`config.mk`:
```
export PLATFORM = sky130hd
export DESIGN_NAME = exec_sequencer
export DESIGN_NICKNAME = d
export VERILOG_FILES = /design/src/rtl/exec_sequencer.sv
export SDC_FILE = /design/constraint.sdc
export NUM_CORES = 1
export LEC_CHECK = 0
export CAP_MARGIN = 0
export CELL_PAD_IN_SITES_DETAIL_PLACEMENT = 1
export CELL_PAD_IN_SITES_GLOBAL_PLACEMENT = 1
export CORE_MARGIN = 5
export CORE_UTILIZATION = 43
export CTS_CLUSTER_DIAMETER = 120
export DETAILED_ROUTE_END_ITERATION = 8
export GPL_TIMING_DRIVEN = 0
export HOLD_SLACK_MARGIN = 0.06
export PLACE_DENSITY = 0.86
export SLEW_MARGIN = 20
export SYNTH_ARGS = -nofsm -noshare
export SYNTH_HDL_FRONTEND = slang
export SYNTH_SLANG_ARGS = --single-unit
```
`constraint.sdc`:
```
create_clock -name clk -period 7 [get_ports clk]
set_clock_uncertainty 0.1 [all_clocks]
set_input_delay 1.75 -clock clk [delete_from_list [all_inputs] [get_ports clk]]
set_output_delay 1.75 -clock clk [all_outputs]
set_load 0.02 [all_outputs]
```
`src/rtl/exec_sequencer.sv`:
```
// Single-issue instruction sequencer driving an 8x8 register file with 1-cycle reads.
// Walks each instruction through READ -> EXEC -> WB and runs an 8-bit ALU on the operands.
module exec_sequencer #(
  parameter int DATA_W  = 8,
  parameter int RADDR_W = 3
) (
  input  logic               clk,
  input  logic               rst,
  input  logic               in_valid,
  output logic               in_ready,
  input  logic [15:0]        in_instr,
  output logic [RADDR_W-1:0] rd0_addr,
  output logic [RADDR_W-1:0] rd1_addr,
  input  logic [DATA_W-1:0]  rf_out0,
  input  logic [DATA_W-1:0]  rf_out1,
  output logic [RADDR_W-1:0] wr_addr,
  output logic               wr_en,
  output logic [DATA_W-1:0]  wr_data,
  output logic               flag_z,
  output logic               flag_c,
  output logic               done,
  output logic               illegal
);

  typedef enum logic [1:0] {IDLE, READ, EXEC, WB} state_t;

  typedef struct packed {
    logic [DATA_W-1:0] res;
    logic              c;
    logic              flag_upd;
    logic              wr;
    logic              ill;
  } alu_t;

  state_t             state, state_nxt;
  logic               accept;
  logic [3:0]         op_p0;
  logic [RADDR_W-1:0] rd_p0;
  logic [7:0]         imm_p0;
  alu_t               alu_p1;

  function automatic alu_t alu(input logic [3:0] op, input logic [DATA_W-1:0] a,
                               input logic [DATA_W-1:0] b, input logic [7:0] imm);
    alu_t          r;
    logic [DATA_W:0] ext;
    r   = '0;
    ext = '0;
    case (op)
      4'h0: ;
      4'h1: begin
        ext = {1'b0, a} + {1'b0, b};
        r.res = ext[DATA_W-1:0]; r.c = ext[DATA_W]; r.flag_upd = 1'b1; r.wr = 1'b1;
      end
      4'h2: begin
        // Borrow lands in the extension bit when A < B
        ext = {1'b0, a} - {1'b0, b};
        r.res = ext[DATA_W-1:0]; r.c = ext[DATA_W]; r.flag_upd = 1'b1; r.wr = 1'b1;
      end
      4'h3: begin r.res = a & b; r.flag_upd = 1'b1; r.wr = 1'b1; end
      4'h4: begin r.res = a | b; r.flag_upd = 1'b1; r.wr = 1'b1; end
      4'h5: begin r.res = a ^ b; r.flag_upd = 1'b1; r.wr = 1'b1; end
      4'h6: begin r.res = DATA_W'(imm); r.wr = 1'b1; end
      4'h7: begin r.res = a; r.wr = 1'b1; end
      4'h8: begin
        r.res = {a[DATA_W-2:0], 1'b0}; r.c = a[DATA_W-1]; r.flag_upd = 1'b1; r.wr = 1'b1;
      end
      4'h9: begin
        r.res = {1'b0, a[DATA_W-1:1]}; r.c = a[0]; r.flag_upd = 1'b1; r.wr = 1'b1;
      end
      default: r.ill = 1'b1;
    endcase
    return r;
  endfunction

  always_ff @(posedge clk) begin
    if (rst) state <= IDLE;
    else     state <= state_nxt;
  end

  always_comb begin
    state_nxt = state;
    in_ready  = 1'b0;
    case (state)
      IDLE: begin
        in_ready = 1'b1;
        if (in_valid) state_nxt = READ;
      end
      READ: state_nxt = EXEC;
      EXEC: state_nxt = WB;
      WB: begin
        in_ready  = 1'b1;
        state_nxt = in_valid ? READ : IDLE;
      end
      default: state_nxt = IDLE;
    endcase
  end

  assign accept = in_valid & in_ready;

  // Stage p0: latch instruction fields on accept; read addresses hold through EXEC
  always_ff @(posedge clk) begin
    if (accept) begin
      op_p0  <= in_instr[15:12];
      rd_p0  <= in_instr[11:9];
      imm_p0 <= in_instr[7:0];
    end
  end

  always_ff @(posedge clk) begin
    if (rst) begin
      rd0_addr <= '0;
      rd1_addr <= '0;
    end else if (accept) begin
      rd0_addr <= in_instr[8:6];
      rd1_addr <= in_instr[5:3];
    end
  end

  // Stage p1: operands arrive in EXEC; result and flags registered into WB
  assign alu_p1 = alu(op_p0, rf_out0, rf_out1, imm_p0);

  always_ff @(posedge clk) begin
    if (rst) begin
      wr_en   <= 1'b0;
      done    <= 1'b0;
      illegal <= 1'b0;
      flag_z  <= 1'b0;
      flag_c  <= 1'b0;
      wr_addr <= '0;
      wr_data <= '0;
    end else begin
      wr_en   <= 1'b0;
      done    <= 1'b0;
      illegal <= 1'b0;
      if (state == EXEC) begin
        wr_en   <= alu_p1.wr;
        done    <= 1'b1;
        illegal <= alu_p1.ill;
        wr_addr <= rd_p0;
        wr_data <= alu_p1.res;
        if (alu_p1.flag_upd) begin
          flag_z <= (alu_p1.res == '0);
          flag_c <= alu_p1.c;
        end
      end
    end
  end

endmodule

```
==> flow_summary.toml, run 1 <==
[outcome]
outcome = "finished clean"

[cts]
h-tree-depth = 2
post_cts.repair.setup_buffers = 0
root_buffer = "clkbuf_8"
numCtsBuffers = 5
postCtsHoldBufs = 0
cts_tree = "yes"
post_cts_resized = 0
clock_latency_ns = 0.30
cts.sink_count = 39
path_clk_slew_ns = 0.09
clk_path_buf_depth = 2

[timing]
slew_headroom_pct = 24.7
timing.fmax_mhz = 215
finalSetupViolations = 0
slew_viol_final = 0
period_needed_ns = 4.66
worstMarginPinSlew_ns = 1.11
tns_ns = 0
period_share_pct = 66.6
hold_violations = 0
rsz0062_at_grt = "false"

[logic_synthesis]
synth_cell_types = 69
synth-seq-area-share_pct = 31.0
synth_compound_area_share_pct = 20.6
netlist_area_mm2 = 0.00301
synthArstFlopShare_pct = 0
synth_xor_area_share_pct = 0.583
ys_warn_count = 0
synth_top_family_by_area = "compound AO/OA/AOI/OAI gates"
synthFlopType = "dfxtp_1"
synth_fa_ha_area_share_pct = 13.4
muxShareOfSynthArea_pct = 9.12
syn-num-nets = 393
synth_seq_cells = 39
synth_edf_count = 15
postSynthAreaPerCell_um2 = 9.16
syn_inst = 328
synthSimpleGateAreaFrac_pct = 16.7

[critical_path]
crit_family = "compound AO/OA/AOI/OAI gates"
worst-endpoint-arrival_ns = 4.78
max_stage_delay_ns = 0.56
crit_buf_inv = 3
crit_required_ns = 7.12
critPathSlowestCell = "or4_4"
path_class = "in2reg"
worst_path_most_repeated_cell = "inv_1"
cp-end-kind = "flop"
path_cells = "clkdlybuf4s50_1 -> inv_1 -> ha_1 -> inv_1 -> fa_1 -> nor3b_1 -> a211oi_2 -> o221a_2 -> o21ai_1 -> or4_4 -> o31ai_2"
cp_max_fo = 4
start_kind = "primary input"

[worst_hold_path]
hp-class = "reg2reg"

[die]
core_mm2 = 0.00679
io_pins = 58
die_h_um = 93.6
core.rowCount = 30
dieWidth_um = 93.6
start_util_pct = 44.2
die_area_mm2 = 0.00876

[power_and_ir_drop]
power_mw = 1.13
power_density_mw_per_mm2 = 297
p_leak_nw = 1.53
ir_drop_mv = 0.181

[detailed_routing]
ant_nets = 0
wire_per_inst_um = 18.9
dr.first_iter.drc_count = 151
via_count = 2754
first_pass_iters = 4
wl_mm = 9.23
drc = 0
viasPerCell = 5.63

[placement]
dp_hpwl_mm = 7.18
gp_congestion = 0.853
post-place-cells = 481
numPortBuffers = 57

[grt]
track_usage_pct = 22.0
first_global_vias = 3041
grt-ovfl-total = 0
grt_max_degree = 22
antenna_found_initial = 0
grt_pass1_wl_mm = 15.3

[layout]
final_cell_mix = "clkdlybuf4s50_1 (57), nor2_1 (36), inv_1 (31), ha_1 (28), dfxtp_1 (24)"
drive_gt1_share_pct = 9.92
finalNetCount = 457
layout_commonest_cell = "clkdlybuf4s50_1"
fin_cells = 489
syn_to_final_growth_pct = 26.7
antenna_cells = 0

[job]
maxCapViolCount = 0
per-stage QoR:
stage | hold slack [ns] | util, % | area (µm²) | setup slack, ns
after global routing | 0.405 | 56.1 | 3810 | 2.16
after floorplan | 0.356 | - | 3010 | 3.01
after detailed placement | 0.362 | 54.4 | 3700 | 2.06
after global placement | 0.344 | 54.4 | 3700 | 2.15
after CTS | 0.377 | 56.0 | 3810 | 2.32
final | 0.371 | 56.1 | 3810 | 2.34
synth_stat cells, types with 2 or more instances:
| master | number | area share (%) |
|---|---|---|
| o211ai_1 | 3 | 0.75 |
| o21bai_1 | 3 | 0.75 |
| mux2i_1 | 21 | 7.0 |
| nor2b_1 | 5 | 1.0 |
| a21oi_1 | 18 | 3.0 |
| a31oi_1 | 3 | 0.62 |
| a311oi_1 | 2 | 0.58 |
| and3_1 | 2 | 0.42 |
| a22oi_1 | 2 | 0.50 |
| ha_1 | 28 | 12 |
| clkbuf_1 | 6 | 0.75 |
| nand3_1 | 3 | 0.50 |
| dfxtp_1 | 24 | 16 |
| xnor2_1 | 2 | 0.58 |
| a211oi_1 | 8 | 2.0 |
| o22ai_1 | 7 | 1.5 |
| mux4_1 | 2 | 1.7 |
| or2_2 | 3 | 0.62 |
| edfxtp_1 | 15 | 15 |
| inv_1 | 31 | 3.9 |
| nor3_1 | 10 | 1.7 |
| o21ai_0 | 17 | 2.8 |
| o21a_1 | 3 | 0.75 |
| fa_1 | 2 | 1.3 |
| nor3b_1 | 2 | 0.50 |
| nand3b_1 | 2 | 0.50 |
| nor4_1 | 3 | 0.62 |
| nand2_1 | 14 | 1.7 |
| nor2_1 | 36 | 4.5 |
| clkbuf_8 | 4 | 1.8 |
| nand2b_1 | 4 | 0.83 |
| buf_6 | 5 | 1.9 |
| a22o_1 | 2 | 0.58 |
per-layer routing:
layer	up-vias	track usage, %	part of all wire (%)
li1	1309	-	-
met1	1330	25.9	42
met2	90	38.7	49
met3	25	4.59	6.0
met4	0	9.15	3.5
met5	-	0	0
worst min-delay path: stages, from the launching register on:
cell     delay, ns
dfxtp_1       0.32
nand2_1       0.06
a21oi_1       0.06
final timing paths:
| kind | start | end | slack (ns) | cells past startpoint |
|---|---|---|---|---|
| setup / recovery | rf_out0[0] | flag_z$_SDFFE_PP0P_ | 2.34 | 11 |
| hold / removal | wr_data[5]$_SDFFE_PP0P_ | wr_data[5]$_SDFFE_PP0P_ | 0.37 | 2 |
| setup reg to reg | op_p0[2]$_DFFE_PP_ | flag_c$_SDFFE_PP0P_ | 4.36 | 6 |
| hold reg to reg | wr_data[5]$_SDFFE_PP0P_ | wr_data[5]$_SDFFE_PP0P_ | 0.37 | 2 |
cell type report:
type,count,area [µm²]
Buffer,16,140
Clock buffer,5,68.8
Clock inverter,3,42.5
Fill cell,801,2990
Inverter,32,120
Multi-Input combinational cell,241,1820
Sequential cell,39,931
Tap cell,96,120
Timing Repair Buffer,57,571
flip-flops by register name (all words and copies together) (netlist names):
| name | cells |
|---|---|
| rd0_addr | 3 |
| state | 2 |
| wr_data | 8 |
| illegal | 1 |
| flag_z | 1 |
| op_p0 | 4 |
| wr_addr | 3 |
| rd1_addr | 3 |
| imm_p0 | 8 |
| flag_c | 1 |
| wr_en | 1 |
| rd_p0 | 3 |
| done | 1 |
logic make-up (layout without fill, tap and decap cells):
family / Yosys count / in the layout
mux: 24 / 24
flops: 39 / 39
buf+inv: 48 / 113
fa+ha+maj: 31 / 31
simple gates: 95 / 95
xor+xnor: 2 / 2
compound gates: 89 / 89
power breakdown:
group	internal, mW	switching (mW)	total [mW]
registers	0.308	0.0398	0.347
clock network	0.106	0.0847	0.191
logic	0.260	0.333	0.594
Note: power is estimated with default switching activity, not from simulation.
==> inputs of run 2 (changes only) <==
--- a/config.mk
+++ b/config.mk
@@ -9,12 +9,12 @@
 export CELL_PAD_IN_SITES_DETAIL_PLACEMENT = 1
 export CELL_PAD_IN_SITES_GLOBAL_PLACEMENT = 1
 export CORE_MARGIN = 5
-export CORE_UTILIZATION = 43
+export CORE_UTILIZATION = 40
 export CTS_CLUSTER_DIAMETER = 120
 export DETAILED_ROUTE_END_ITERATION = 8
 export GPL_TIMING_DRIVEN = 0
 export HOLD_SLACK_MARGIN = 0.06
-export PLACE_DENSITY = 0.86
+export PLACE_DENSITY = 0.81
 export SLEW_MARGIN = 20
 export SYNTH_ARGS = -nofsm -noshare
 export SYNTH_HDL_FRONTEND = slang
==> constraint.sdc (replaced) <==
create_clock -name clk -period 4.6 [get_ports clk]
set_clock_uncertainty 0.1 [all_clocks]
set_input_delay 1.15 -clock clk [delete_from_list [all_inputs] [get_ports clk]]
set_output_delay 1.15 -clock clk [all_outputs]
set_load 0.02 [all_outputs]
==> flow_summary.toml, run 2 (synthesized netlist as in run 1, its figures left out) <==
[grt]
grt-ovfl-total = 0
antenna_found_initial = 0
track_usage_pct = 19.2
grt_max_degree = 22
first_global_vias = 2921
grt_pass1_wl_mm = 14.7

[timing]
tns_ns = 0
finalSetupViolations = 0
slew_headroom_pct = 21.4
worstMarginPinSlew_ns = 1.16
timing.fmax_mhz = 244
hold_violations = 0
rsz0062_at_grt = "false"
period_share_pct = 88.9
slew_viol_final = 0
period_needed_ns = 4.09

[die]
die_area_mm2 = 0.00935
dieWidth_um = 96.7
core_mm2 = 0.00729
start_util_pct = 41.2
die_h_um = 96.7
io_pins = 58
core.rowCount = 31

[critical_path]
cp-end-kind = "flop"
crit_required_ns = 4.72
critPathSlowestCell = "or4_4"
path_cells = "clkdlybuf4s50_1 -> inv_1 -> ha_1 -> inv_1 -> fa_1 -> nor3b_1 -> a211oi_2 -> o221a_2 -> o21ai_1 -> or4_4 -> o31ai_2"
worst-endpoint-arrival_ns = 4.21
cp_max_fo = 4
max_stage_delay_ns = 0.55
path_class = "in2reg"
worst_path_most_repeated_cell = "inv_1"
crit_buf_inv = 3
crit_family = "compound AO/OA/AOI/OAI gates"
start_kind = "primary input"

[layout]
drive_gt1_share_pct = 9.92
finalNetCount = 457
final_cell_mix = "clkdlybuf4s50_1 (57), nor2_1 (36), inv_1 (31), ha_1 (28), dfxtp_1 (24)"
top_regs = "imm_p0 x8, wr_data x8, op_p0 x4"
fin_cells = 492
layout_commonest_cell = "clkdlybuf4s50_1"
syn_to_final_growth_pct = 25.9
antenna_cells = 0
fin_util_pct = 51.9

[cts]
path_clk_slew_ns = 0.08
numCtsBuffers = 5
root_buffer = "clkbuf_8"
clock_latency_ns = 0.30
cts_tree = "yes"
postCtsHoldBufs = 0
h-tree-depth = 2
post_cts_resized = 0
post_cts.repair.setup_buffers = 0
cts.sink_count = 39
clk_path_buf_depth = 2

[power_and_ir_drop]
intPower_mw = 0.970
combPwrFrac_pct = 53.9
p_sw_share_pct = 41.2
p_seq_share_pct = 32.1
p_leak_nw = 1.52
ir_drop_mv = 0.257
power_density_mw_per_mm2 = 436
p_clk_share_pct = 14.0
switchingPower_mw = 0.680

[detailed_routing]
dr.first_iter.drc_count = 135
viasPerCell = 5.52
drc = 0
wire_per_inst_um = 18.2
ant_nets = 0
wl_mm = 8.94
first_pass_iters = 4
via_count = 2715

[placement]
numPortBuffers = 57
gp_congestion = 0.882
dp_hpwl_mm = 7.01
post-place-cells = 484

[job]
maxCapViolCount = 0

[outcome]
outcome = "finished clean"

[worst_hold_path]
hp-class = "reg2reg"
==> run 2: layout make-up <==
cell class	count	area (µm²)
clock inverters	2	11.3
repair buffers	57	571
multi-input cells	241	1820
plain buffers	16	140
flip-flops and latches	39	931
fillers	866	3510
inverters	32	120
clock buffers	6	72.6
well taps	99	124
==> run 2: per-stage QoR <==
step | total power, mW | setup WS [ns] | hold slack [ns] | cell area, µm²
after floorplan | 1.12 | 1.21 | 0.356 | 3010
after global placement | 1.40 | 0.301 | 0.347 | 3700
after detailed placement | 1.43 | 0.215 | 0.365 | 3700
after CTS | 1.67 | 0.511 | 0.381 | 3780
after global routing | 1.76 | 0.368 | 0.402 | 3780
final | 1.65 | 0.509 | 0.376 | 3780
==> run 2: per-layer routing <==
metal	GRT usage, %	vias up	wire [µm]
met5	0	-	0
met4	8.75	0	276
met3	4.10	20	533
met2	32.3	85	4320
met1	23.4	1305	3810
li1	-	1305	-
==> run 2: power groups by stage <==
stage | Sequential, mW | Combinational [mW] | Clock (mW)
3_3_place_gp | 0.532 | 0.867 | 0
6_report | 0.531 | 0.890 | 0.231
2_1_floorplan | 0.574 | 0.542 | 0
3_5_place_dp | 0.541 | 0.888 | 0
4_1_cts | 0.534 | 0.893 | 0.239
5_1_grt | 0.542 | 0.963 | 0.255
==> run 2: tightest hold or removal path, delay by kind of cell, from the launching register on <==
kind               cells  cell delay [ns]
DFF                    1             0.32
AOI/OAI and AO/OA      1             0.06
and+or+nand+nor        1             0.05
==> run 2: worst paths after layout <==
check | startpoint | to | slack (ns) | cells after the start
worst min register to register | flag_c$_SDFFE_PP0P_ | flag_c$_SDFFE_PP0P_ | 0.38 | 2
worst max register to register | op_p0[2]$_DFFE_PP_ | flag_c$_SDFFE_PP0P_ | 1.89 | 6
worst min-delay path | flag_c$_SDFFE_PP0P_ | flag_c$_SDFFE_PP0P_ | 0.38 | 2
worst max-delay path | rf_out0[0] | flag_z$_SDFFE_PP0P_ | 0.51 | 11
